<file path="src/rtl/usb_packet_buffer_controller.sv">
// usb_packet_buffer_controller
//
// Owns a two-bank packet RAM (2 x 256 words). The USB receiver fills one bank
// while the CPU drains the other; banks cycle FREE -> FILLING -> READY -> FREE.
// The single RAM port is shared: a USB write always wins, and a CPU read is
// granted only when the port is idle and no read is outstanding.
//
// Ports:
//   clock48, reset                      48 MHz clock, async active-high reset
//   usb_start/usb_write/usb_end         receiver packet framing and word strobe
//   usb_write_index, usb_write_data     word position and value
//   usb_accept                          write bank is FREE (combinational)
//   cpu_read_request/index              level request for one word of the CPU bank
//   cpu_read_ready, cpu_read_data       one-cycle completion pulse and word
//   cpu_release                         CPU is done with the current packet
//   packet_interrupt, packet_length     packet waiting / its word count
//   dropped_count                       saturating count of dropped packets
//   ram_enable/write/address/write_data RAM port, address = {bank, index}
//   ram_read_data                       RAM read data, one cycle after enable
module usb_packet_buffer_controller #(
  parameter int WORD_INDEX_WIDTH = 8,
  parameter int DATA_WIDTH       = 32
) (
  input  logic                        clock48,
  input  logic                        reset,
  input  logic                        usb_start,
  input  logic                        usb_write,
  input  logic [WORD_INDEX_WIDTH-1:0] usb_write_index,
  input  logic [DATA_WIDTH-1:0]       usb_write_data,
  input  logic                        usb_end,
  output logic                        usb_accept,
  input  logic                        cpu_read_request,
  input  logic [WORD_INDEX_WIDTH-1:0] cpu_read_index,
  output logic                        cpu_read_ready,
  output logic [DATA_WIDTH-1:0]       cpu_read_data,
  input  logic                        cpu_release,
  output logic                        packet_interrupt,
  output logic [WORD_INDEX_WIDTH:0]   packet_length,
  output logic [7:0]                  dropped_count,
  output logic                        ram_enable,
  output logic                        ram_write,
  output logic [WORD_INDEX_WIDTH:0]   ram_address,
  output logic [DATA_WIDTH-1:0]       ram_write_data,
  input  logic [DATA_WIDTH-1:0]       ram_read_data
);

  localparam int LEN_W = WORD_INDEX_WIDTH + 1;

  typedef enum logic [1:0] {
    BANK_FREE    = 2'd0,
    BANK_FILLING = 2'd1,
    BANK_READY   = 2'd2
  } bank_state_t;

  bank_state_t           bank_state  [2];
  logic [LEN_W-1:0]      bank_length [2];
  logic                  write_bank;
  logic                  read_bank;
  logic [7:0]            drop_count;
  logic                  irq;
  logic                  rd_vld_p1;
  logic [DATA_WIDTH-1:0] rd_data_p1;

  logic write_filling;
  logic write_free;
  logic write_access;
  logic read_bank_ready;
  logic read_grant;

  function automatic logic [7:0] sat_inc8(input logic [7:0] v);
    return (v == 8'hFF) ? v : v + 8'd1;
  endfunction

  // Packet length is the highest index written plus one; 256 fits in LEN_W bits.
  function automatic logic [LEN_W-1:0] len_extend(input logic [LEN_W-1:0] cur,
                                                  input logic [WORD_INDEX_WIDTH-1:0] idx);
    logic [LEN_W-1:0] ext;
    ext = {1'b0, idx} + LEN_W'(1);
    return (ext > cur) ? ext : cur;
  endfunction

  assign write_filling   = (bank_state[write_bank] == BANK_FILLING);
  assign write_free      = (bank_state[write_bank] == BANK_FREE);
  assign write_access    = usb_write && write_filling;
  assign read_bank_ready = (bank_state[read_bank] == BANK_READY);
  // rd_vld_p1 blocks a second grant during the completion cycle, while the
  // CPU is still holding its request before it sees cpu_read_ready.
  assign read_grant      = cpu_read_request && !usb_write && !rd_vld_p1 && read_bank_ready;

  assign usb_accept       = write_free;
  assign packet_length    = bank_length[read_bank];
  assign packet_interrupt = irq;
  assign dropped_count    = drop_count;
  assign cpu_read_ready   = rd_vld_p1;
  // Data is live from the RAM on the completion cycle and held afterwards.
  assign cpu_read_data    = rd_vld_p1 ? ram_read_data : rd_data_p1;

  // ---- p0: RAM port request (combinational, forced idle during reset) ----
  always_comb begin
    ram_enable     = 1'b0;
    ram_write      = 1'b0;
    ram_address    = '0;
    ram_write_data = '0;
    if (!reset) begin
      if (write_access) begin
        ram_enable     = 1'b1;
        ram_write      = 1'b1;
        ram_address    = {write_bank, usb_write_index};
        ram_write_data = usb_write_data;
      end else if (read_grant) begin
        ram_enable  = 1'b1;
        ram_address = {read_bank, cpu_read_index};
      end
    end
  end

  // ---- p1: bank sequencing, read completion, interrupt ----
  always_ff @(posedge clock48 or posedge reset) begin
    if (reset) begin
      bank_state[0]  <= BANK_FREE;
      bank_state[1]  <= BANK_FREE;
      bank_length[0] <= '0;
      bank_length[1] <= '0;
      write_bank     <= 1'b0;
      read_bank      <= 1'b0;
      drop_count     <= 8'd0;
      irq            <= 1'b0;
      rd_vld_p1      <= 1'b0;
      rd_data_p1     <= '0;
    end else begin
      irq       <= read_bank_ready;
      rd_vld_p1 <= read_grant;
      if (rd_vld_p1) begin
        rd_data_p1 <= ram_read_data;
      end

      // Start is judged on the pre-release state, so a start that coincides
      // with the release of the write bank is still a drop.
      if (usb_start) begin
        if (write_free) begin
          bank_state[write_bank]  <= BANK_FILLING;
          bank_length[write_bank] <= '0;
        end else if (bank_state[write_bank] == BANK_READY) begin
          drop_count <= sat_inc8(drop_count);
        end
      end

      if (write_access) begin
        bank_length[write_bank] <= len_extend(bank_length[write_bank], usb_write_index);
      end

      if (usb_end && write_filling) begin
        bank_state[write_bank] <= BANK_READY;
        write_bank             <= ~write_bank;
      end

      // A READY read bank can never be the FILLING write bank, so this and
      // the end-of-packet update never touch the same bank in one cycle.
      if (cpu_release && read_bank_ready) begin
        bank_state[read_bank] <= BANK_FREE;
        read_bank             <= ~read_bank;
      end
    end
  end

endmodule

</file>
<file path="config.mk">
export PLATFORM = sky130hd
export DESIGN_NAME = usb_packet_buffer_controller
export DESIGN_NICKNAME = d
export VERILOG_FILES = /design/src/rtl/usb_packet_buffer_controller.sv
export SDC_FILE = /design/constraint.sdc
export NUM_CORES = 1
export LEC_CHECK = 0
export BUFFER_PORTS_ARGS = -buffer_cell sky130_fd_sc_hd__clkbuf_2
export CAP_MARGIN = 20
export CELL_PAD_IN_SITES_DETAIL_PLACEMENT = 0
export CELL_PAD_IN_SITES_GLOBAL_PLACEMENT = 1
export CORE_ASPECT_RATIO = 1.5
export CORE_MARGIN = 4
export CORE_UTILIZATION = 35
export CTS_BUF_LIST = sky130_fd_sc_hd__clkbuf_4 sky130_fd_sc_hd__clkbuf_8
export CTS_CLUSTER_DIAMETER = 80
export DETAILED_ROUTE_END_ITERATION = 10
export GPL_TIMING_DRIVEN = 0
export PLACE_DENSITY = 0.9
export REMOVE_ABC_BUFFERS = 1
export SLEW_MARGIN = 30
export SYNTH_ARGS = -nofsm -noshare
export SYNTH_HDL_FRONTEND = slang
export SYNTH_SLANG_ARGS = --single-unit
</file>
<file path="constraint.sdc">
create_clock -name clock48 -period 3.4 [get_ports clock48]
set_clock_uncertainty 0.05 [all_clocks]
set_input_delay 0.68 -clock clock48 [delete_from_list [all_inputs] [get_ports clock48]]
set_output_delay 0.68 -clock clock48 [all_outputs]
set_load 0.01 [all_outputs]
</file>
=== Yosys cells after proc, flatten, opt, wreduce, memory -nomap -nowiden ===
Cells that the tools add are included.

* Output and inout port bits: 95
* Logic and storage cells: 87
* Input bits: 87
* Register bits after elaboration: 66

* Eq/ne operators: 4
* Bitwise logic cells: 16
* Magnitude comparators: 5
* Reductions and logical operators: 12
* Multiplexer cells: 38
* Add/sub/neg operators: 2

{| class="wikitable"
|+ Operators with widths
! operator !! count
|-
| $mux W9 || 11
|-
| $mux W32 || 3
|-
| $mux W18 || 3
|-
| $and A18 B18 Y18 || 1
|-
| $bwmux W18 || 1
|-
| $not A18 Y18 || 1
|-
| $mux W2 || 8
|-
| $mux W4 || 4
|-
| $add A8 B1 Y9 const B || 1
|-
| $demux W9 S1 || 1
|-
| $gt A9 B9 Y1 || 1
|-
| $add A8 B1 Y8 const B || 1
|-
| $eq A8 B8 Y1 const B || 1
|-
| $logic_and A1 B1 Y1 || 8
|-
| $mux W1 || 5
|-
| $and A2 B2 Y2 || 2
|-
| $and A4 B4 Y4 || 1
|-
| $demux W2 S1 || 2
|-
| $eq A2 B2 Y1 const B || 2
|-
| $ge A2 B2 Y1 const B || 2
|-
| $lt A2 B1 Y1 const B || 2
|-
| $not A1 Y1 || 4
|-
| $not A1 Y2 || 2
|-
| $not A2 Y2 || 2
|-
| 6 further kinds || 8
|}

=== Longest topological paths before layout ===
Gate-level depths: netlist of the first run.

* Depth in word-level cells: 13
* Mapped depth: 11
* Depth with buffers taken out: 10

=== Least setup slack after synthesis of the first run ===
OpenSTA, ideal clock, no wires.

* Path type: input to register
* Start: input usb_write_index[0]
* End: register bank_length[10] in the netlist's numbering
* Arrival: 2611 ps
* Cell stages on the path: 10
* Path slack: 618 ps
* Required time: 3228 ps
* Path buffers: 0
* Setup time: 122 ps
* Cells stage by stage: ha_1 -> nand2_1 -> xor2_1 -> inv_1 -> ha_1 -> and3_1 -> nand4_1 -> o221a_2 -> or3_1 -> a32o_1

* Longest elaborated chain between the ends: 5

{| class="wikitable"
|+ Ends and longest elaborated chain
! what !! line !! source
|-
| start, declared || 28 || <nowiki>input logic [WORD_INDEX_WIDTH-1:0] usb_write_index,</nowiki>
|-
| $add A8 B1 Y9 * || 78 || <nowiki>ext = {1'b0, idx} + LEN_W'(1);</nowiki>
|-
| $gt A9 B9 Y1 || 79 || <nowiki>return (ext > cur) ? ext : cur;</nowiki>
|-
| $mux W9 * || 79 ||
|-
| $bwmux W18 * || 149 || <nowiki>bank_length[write_bank] <= len_extend(bank_length[write_bank], usb_write_index);</nowiki>
|-
| $mux W18 * || 148 || <nowiki>if (write_access) begin</nowiki>
|-
| end signal, assigned by index || 149 ||
|-
| end, declared || 56 || <nowiki>logic [LEN_W-1:0] bank_length [2];</nowiki>
|}

Every way passes the cells marked *; elsewhere a longest branch is shown, timed or not.
A chain may end at the register's enable or synchronous reset.

=== Worst setup path in the final report of the first run ===
* Start: register write_bank
* End: output ram_write_data[27]

* Longest elaborated chain between the ends: 8

{| class="wikitable"
|+ Ends and longest elaborated chain
! what !! line !! source
|-
| start, declared || 57 || <nowiki>logic write_bank;</nowiki>
|-
| start signal, assigned || 154 || <nowiki>write_bank <= ~write_bank;</nowiki>
|-
| $not A1 Y2 (not written as such) || 82 || <nowiki>assign write_filling = (bank_state[write_bank] == BANK_FILLING);</nowiki>
|-
| $mux W2 (not written as such) (3 in series) || 82 ||
|-
| $eq A2 B1 Y1 || 82 ||
|-
| $logic_and A1 B1 Y1 || 84 || <nowiki>assign write_access = usb_write && write_filling;</nowiki>
|-
| $mux W32 || 105 || <nowiki>if (write_access) begin</nowiki>
|-
| $mux W32 || 104 || <nowiki>if (!reset) begin</nowiki>
|-
| end, declared || 43 || <nowiki>output logic [DATA_WIDTH-1:0] ram_write_data,</nowiki>
|}

No other way between the ends. The select of a mux whose other input is x is not followed.

==> key figures, run 1 <==
Timing
  • Min Tclk post-route: 3110 ps
  • FMAX: 321 MHz
  • Max_slew headroom: 0.547
  • Period utilisation layout: 0.915
  • Setup TNS Final: 0 ps
  • Final Setup Violations: 0
  • Min Hold Slack: 362 ps
  • Fin. max-slew vios: 0
  • Slew @ Worst Pin: 680 ps
  • Final Hold Viols: 0
  • RSZ-0062 raised after global routing: no

Logic synthesis
  • Top-count cell post-synth: dfrtp_1
  • Area share of the largest cell type after synthesis: 0.447
  • Syn_area_per_cell: 11.1 um2
  • Post-Syn Instances: 332
  • Top post-synthesis cells by area: dfrtp_1 (45%), mux2_2 (14%), and2_1 (5.6%)
  • Predominant post-synthesis flop cell: dfrtp_1
  • Synth Register Bits: 66
  • Yosys warns: 0
  • Number of synthesized flops with an enable pin: 0
  • Commonest cells in the synthesized netlist: dfrtp_1 (66), mux2_2 (45), and2_1 (33)
  • Count of different cell masters after synthesis: 43
  • Mapped cell area: 3690 um2
  • Largest area contributor in the netlist: dfrtp_1
  • Synth async-reset ratio: 1.00
  • Sequential area share after synthesis: 0.447

Placed design
  • DP Wirelength: 7.78 mm
  • PortBufs: 181
  • RePlAce Congestion: 0.795

Global routing
  • First-pass GRT wire length: 15.9 mm
  • Vias in the first global route: 3309
  • Gr ovfl total: 0
  • Largest net degree at the start of global routing: 36
  • Initial antenna violation count: 0
  • Gr usage total: 0.158

Status
  • Outcome: finished clean

Min path
  • Worst Hold Class: in -> async

Layout
  • Layout Nets: 609
  • Fill cell count: 992
  • Antenna cells: 0
  • Final core occ: 0.487
  • Layout cell share with drive strength beyond 1: 0.510
  • Area Growth Syn to Fin: 35.2%

Die
  • Core area: 10200 um2
  • Die height: 134 um
  • Die Wd: 91.9 um
  • Row count: 45
  • Starting density of the core: 0.361
  • # IOs: 182
  • Die area: 12300 um2

Power
  • Int Pwr: 2.50 mW
  • Switching Share: 0.382
  • Flop pwr share: 0.336
  • Sw power: 1.55 mW
  • Combinational share of power: 0.464
  • Peak VDD IR: 284 uV
  • Pwr per Cell Area: 811 nW/um2
  • Leak: 2.60 nW
  • Clock group share of total power: 0.200

Clocking
  • Clk sinks: 66
  • Clk_lat worst skew: 340 ps
  • CTS buffer count: 9
  • Max Root-Sink Buffers: 2
  • Hold buffers post-CTS: 0
  • CTS Root Cell: clkbuf_8
  • H-tree levels: 3
  • CTS tree: yes
  • Clock-pin slew on the worst setup and hold paths: 70 ps

Route
  • DRT Wirelength: 9.81 mm
  • Antenna viol nets, final: 0
  • Residual DRC count: 0
  • WL per Instance: 14.9 um
  • Via count: 3218
  • Via density: 4.90
  • Drt pass-1 iters: 4
  • Initial DRC count: 111

Setup path
  • Worst path max stage delay: 650 ps
  • CP Data Arrival Time: 2380 ps
  • Worst-path fanout max: 18
  • Crit-path cells: inv_2 -> mux2_2 -> nand2_2 -> nor2_2 -> and2_1 -> clkbuf_2
  • Worst setup SP type: flop
  • Critical path type: reg -> out
  • Worst Path Required: 2670 ps
  • CP Capture Type: output pin
  • Worst path slowest cell: dfrtp_2

Flow run
  • Max-Cap Viols: 0
## registers in the layout, summed over array words and instances, names as in the netlist
signal	cells
bank_length	18
packet_interrupt	1
cpu_read_ready	1
rd_data_p1	32
write_bank	1
read_bank	1
bank_state	4
dropped_count	8
## cell type report
cell class | count | area, um2 | area share
Sequential cell | 66 | 1650 | 0.331
Clock inverter | 6 | 115 | 0.0230
Inverter | 7 | 28.8 | 0.00576
Tap cell | 141 | 176 | 0.0353
Multi-Input combinational cell | 243 | 1950 | 0.390
Timing Repair Buffer | 184 | 941 | 0.188
Clock buffer | 10 | 131 | 0.0263
## per-stage QoR
step	setup WS, ps	cells	power (mW)	cell area (um2)
finish	288	657	4.05	4990
global placement	-286	637	3.18	4690
floorplan	218	315	2.56	3610
CTS	16.8	654	4.09	4970
detailed placement	-88.1	638	3.26	4720
global route	121	657	4.35	4990
## worst paths after layout
| path | startpoint | end | slack (ps) | cells past startpoint |
|---|---|---|---|---|
| setup reg to reg | write_bank$_DFFE_PP0P_ | bank_length[12]$_DFF_PP0_ | 430 | 7 |
| max in group asynchronous | reset | write_bank$_DFFE_PP0P_ | 2410 | 3 |
| setup / recovery | write_bank$_DFFE_PP0P_ | ram_write_data[27] | 290 | 6 |
| hold reg to reg | rd_data_p1[22]$_DFF_PP0_ | rd_data_p1[22]$_DFF_PP0_ | 440 | 1 |
| min in group clock48 | rd_data_p1[22]$_DFF_PP0_ | rd_data_p1[22]$_DFF_PP0_ | 440 | 1 |
| hold / removal | reset | rd_data_p1[26]$_DFF_PP0_ | 360 | 2 |
## metal layers
| layer | vias up | track usage | share of wire |
|---|---|---|---|
| li1 | 1566 | - | - |
| met1 | 1513 | 0.193 | 0.41 |
| met2 | 124 | 0.266 | 0.50 |
| met3 | 15 | 0.0426 | 0.070 |
| met4 | 0 | 0.0545 | 0.015 |
| met5 | - | 0 | 0 |
## power by group through the flow
stage	clock, mW	sequential (mW)	combinational [mW]
floorplan	0	1.32	1.25
global placement	0	1.36	1.82
detailed placement	0	1.38	1.89
CTS	0.833	1.36	1.89
global route	0.868	1.41	2.07
finish	0.809	1.36	1.88
## cell usage in the layout (no fill, tap or decap), types with 3 or more instances in the layout
cell type | synthesis | layout
clkbuf_2 | 0 | 181
dfrtp_1 | 66 | 64
mux2_2 | 45 | 45
and2_1 | 33 | 33
mux2i_1 | 17 | 17
nor2_1 | 17 | 16
a32o_1 | 14 | 14
nand2_1 | 13 | 12
ha_1 | 11 | 11
nand3_1 | 9 | 9
a21oi_1 | 9 | 9
clkbuf_8 | 0 | 9
xnor2_1 | 8 | 8
and3_1 | 7 | 7
o21ai_2 | 7 | 7
nand4_1 | 6 | 6
xor2_1 | 5 | 5
or3_1 | 5 | 5
and4_1 | 4 | 4
inv_1 | 5 | 4
a31oi_1 | 4 | 4
a21o_1 | 3 | 3
o31ai_1 | 3 | 3
bufinv_16 | 0 | 3
## kinds of logic (layout without fill, tap and decap cells)
kind of cell,count (synthesis),count (layout),share of synthesized area
buffers and inverters,24,207,0.0301
flip-flops,66,66,0.447
AND/OR/NAND/NOR,105,106,0.160
multiplexers,62,62,0.183
XOR/XNOR,13,13,0.0308
AO/OA/AOI/OAI,51,51,0.112
adder cells (fa/ha/maj),11,11,0.0372
## critical path, delay by kind of cell, from the launching register on
| kind | cells | cell delay, ps |
|---|---|---|
| and+or+nand+nor | 3 | 880 |
| DFF | 1 | 650 |
| buffers and inverters | 2 | 260 |
| muxes | 1 | 250 |
## what timing repair did
item | 4_1_cts | 5_1_grt
pin swaps | 0 | 1
hold endpoints to repair | 0 | 0
endpoints found under the setup margin | 43 | 42
resized for setup | 2 | 1
gates cloned | 0 | 1
setup buffers | 0 | 2
(Power assumes the default switching activity.)
==> inputs of run 2 (changes only) <==
- SKIP_LAST_GASP: unset -> 1
- clock period: 3.4 -> 3.2 ns (I/O delays scaled with it)
==> key figures, run 2 (synthesis results as in run 1) <==
Status
  • Outcome: finished clean

Timing
  • Setup TNS Final: 0 ps
  • Final Hold Viols: 0
  • RSZ-0062 raised after global routing: no
  • Slew @ Worst Pin: 675 ps
  • Period utilisation layout: 0.945
  • Min Hold Slack: 343 ps
  • Final Setup Violations: 0
  • Fin. max-slew vios: 0
  • FMAX: 331 MHz
  • Min Tclk post-route: 3020 ps
  • Max_slew headroom: 0.550

Setup path
  • Critical path type: in -> reg
  • Reg2reg start: write_bank$_DFFE_PP0P_
  • Worst setup SP type: primary input
  • Crit-path cells: clkbuf_2 -> ha_1 -> nand2_1 -> xor2_1 -> inv_1 -> ha_1 -> and3_1 -> and4_1 -> and2_1 -> or3_1 -> a32o_1
  • Worst-path fanout max: 14
  • CP Data Arrival Time: 3200 ps
  • CP Capture Type: flop
  • Reg-to-reg slack, setup: 230 ps
  • Worst path slowest cell: or3_1
  • CP most frequent cell: ha_1
  • Reg2Reg Depth: 7
  • Reg2reg end: bank_length[13]$_DFF_PP0_
  • Worst Path Required: 3380 ps
  • Worst path max stage delay: 420 ps

Layout
  • Largest Register: rd_data_p1
  • Reg area: 1650 um2
  • Most common cell after layout, fill and taps aside: clkbuf_2
  • Layout Nets: 607
  • Final core occ: 0.487
  • Area of the multi-input gates: 1950 um2
  • Layout cell share with drive strength beyond 1: 0.510
  • Commonest cells after routing, fill and taps aside: clkbuf_2 (181), dfrtp_1 (64), mux2_2 (45)
  • Largest register FFs: 32
  • Fill cell count: 995
  • Antenna cells: 0
  • Area Growth Syn to Fin: 34.9%
  • Post-route design area: 4990 um2

Clocking
  • Hold buffers post-CTS: 0
  • CTS Root Cell: clkbuf_8
  • Post-CTS setup buffers: 0
  • Clk sinks: 66
  • Clk_lat worst skew: 340 ps
  • CTS tree: yes
  • CTS buffer count: 9
  • H-tree levels: 3
  • Max Root-Sink Buffers: 2
  • Clock-pin slew on the worst setup and hold paths: 70 ps

Route
  • Via density: 4.90
  • Initial DRC count: 113
  • Via count: 3208
  • Residual DRC count: 0
  • Drt pass-1 iters: 4
  • WL per Instance: 15.0 um
  • Antenna viol nets, final: 0
  • DRT Wirelength: 9.81 mm

Placed design
  • DP Wirelength: 7.78 mm
  • RePlAce Congestion: 0.795
  • Placed standard-cell area: 4720 um2
  • PortBufs: 181

Power
  • Leak: 2.59 nW
  • Pwr per Cell Area: 862 nW/um2
  • Peak VDD IR: 300 uV
  • Power Total: 4.30 mW

Die
  • Die area: 12300 um2
  • Core area: 10200 um2
  • Row count: 45
  • Starting density of the core: 0.361
  • # IOs: 182
  • Die height: 134 um
  • Die Wd: 91.9 um

Global routing
  • Gr usage total: 0.159
  • Largest net degree at the start of global routing: 36
  • Gr ovfl total: 0
  • Vias in the first global route: 3330
  • Initial antenna violation count: 0
  • First-pass GRT wire length: 16.0 mm

Min path
  • Worst Hold Class: in -> async

Flow run
  • Max-Cap Viols: 0
-- run 2: cell types whose count changed in the layout (fill, tap and decap cells not counted), sizes merged --
cell / delta
buf: -2
-- run 2: worst max-delay path by stage --
stage	startpoint	to	slack [ps]	depth (start not counted)
2_1_floorplan	write_bank$_DFFE_PP0P_	ram_write_data[0]	60	5
3_3_place_gp	write_bank$_DFFE_PP0P_	ram_write_data[2]	-450	6
3_5_place_dp	write_bank$_DFFE_PP0P_	ram_write_data[2]	-250	6
4_1_cts	write_bank$_DFFE_PP0P_	ram_address[8]	80	6
5_1_grt	usb_write_index[0]	bank_length[10]$_DFF_PP0_	6	10
6_report	usb_write_index[0]	bank_length[13]$_DFF_PP0_	180	11
-- run 2: critical path: cells and delay by family --
kind            cells  cell delay [ps]
simple gates        5             1290
fa+ha+maj           2              570
compound gates      1              260
buf+inv             2              230
xor+xnor            1              190
-- run 2: layout make-up --
cell class                      instances  share of cell area
Sequential cell                        66               0.332
Clock buffer                           10              0.0263
Inverter                                7             0.00577
Tap cell                              141              0.0354
Timing Repair Buffer                  182               0.186
Clock inverter                          6              0.0231
Multi-Input combinational cell        243               0.392
-- run 2: what timing repair did --
item,4_1_cts,5_1_grt
cloned,1,0
hold endpoints to repair,0,0
endpoints found under the setup margin,43,18
resized for setup,3,2
pin swaps,1,0
-- run 2: per-stage QoR --
stage	setup WS, ps	instances
2_1_floorplan	58.3	315
6_report	177	655
5_1_grt	5.88	655
3_5_place_dp	-248	638
3_3_place_gp	-446	637
4_1_cts	78.2	655
-- run 2: routing by layer --
| layer | track usage | share of wire |
|---|---|---|
| met2 | 0.268 | 0.50 |
| met4 | 0.0545 | 0.015 |
| met3 | 0.0426 | 0.071 |
| met1 | 0.195 | 0.41 |
| met5 | 0 | 0 |
-- run 2: power by group --
| group | switching (mW) | internal [mW] |
|---|---|---|
| clock | 0.328 | 0.529 |
| combinational | 1.04 | 0.955 |
| sequential | 0.277 | 1.17 |
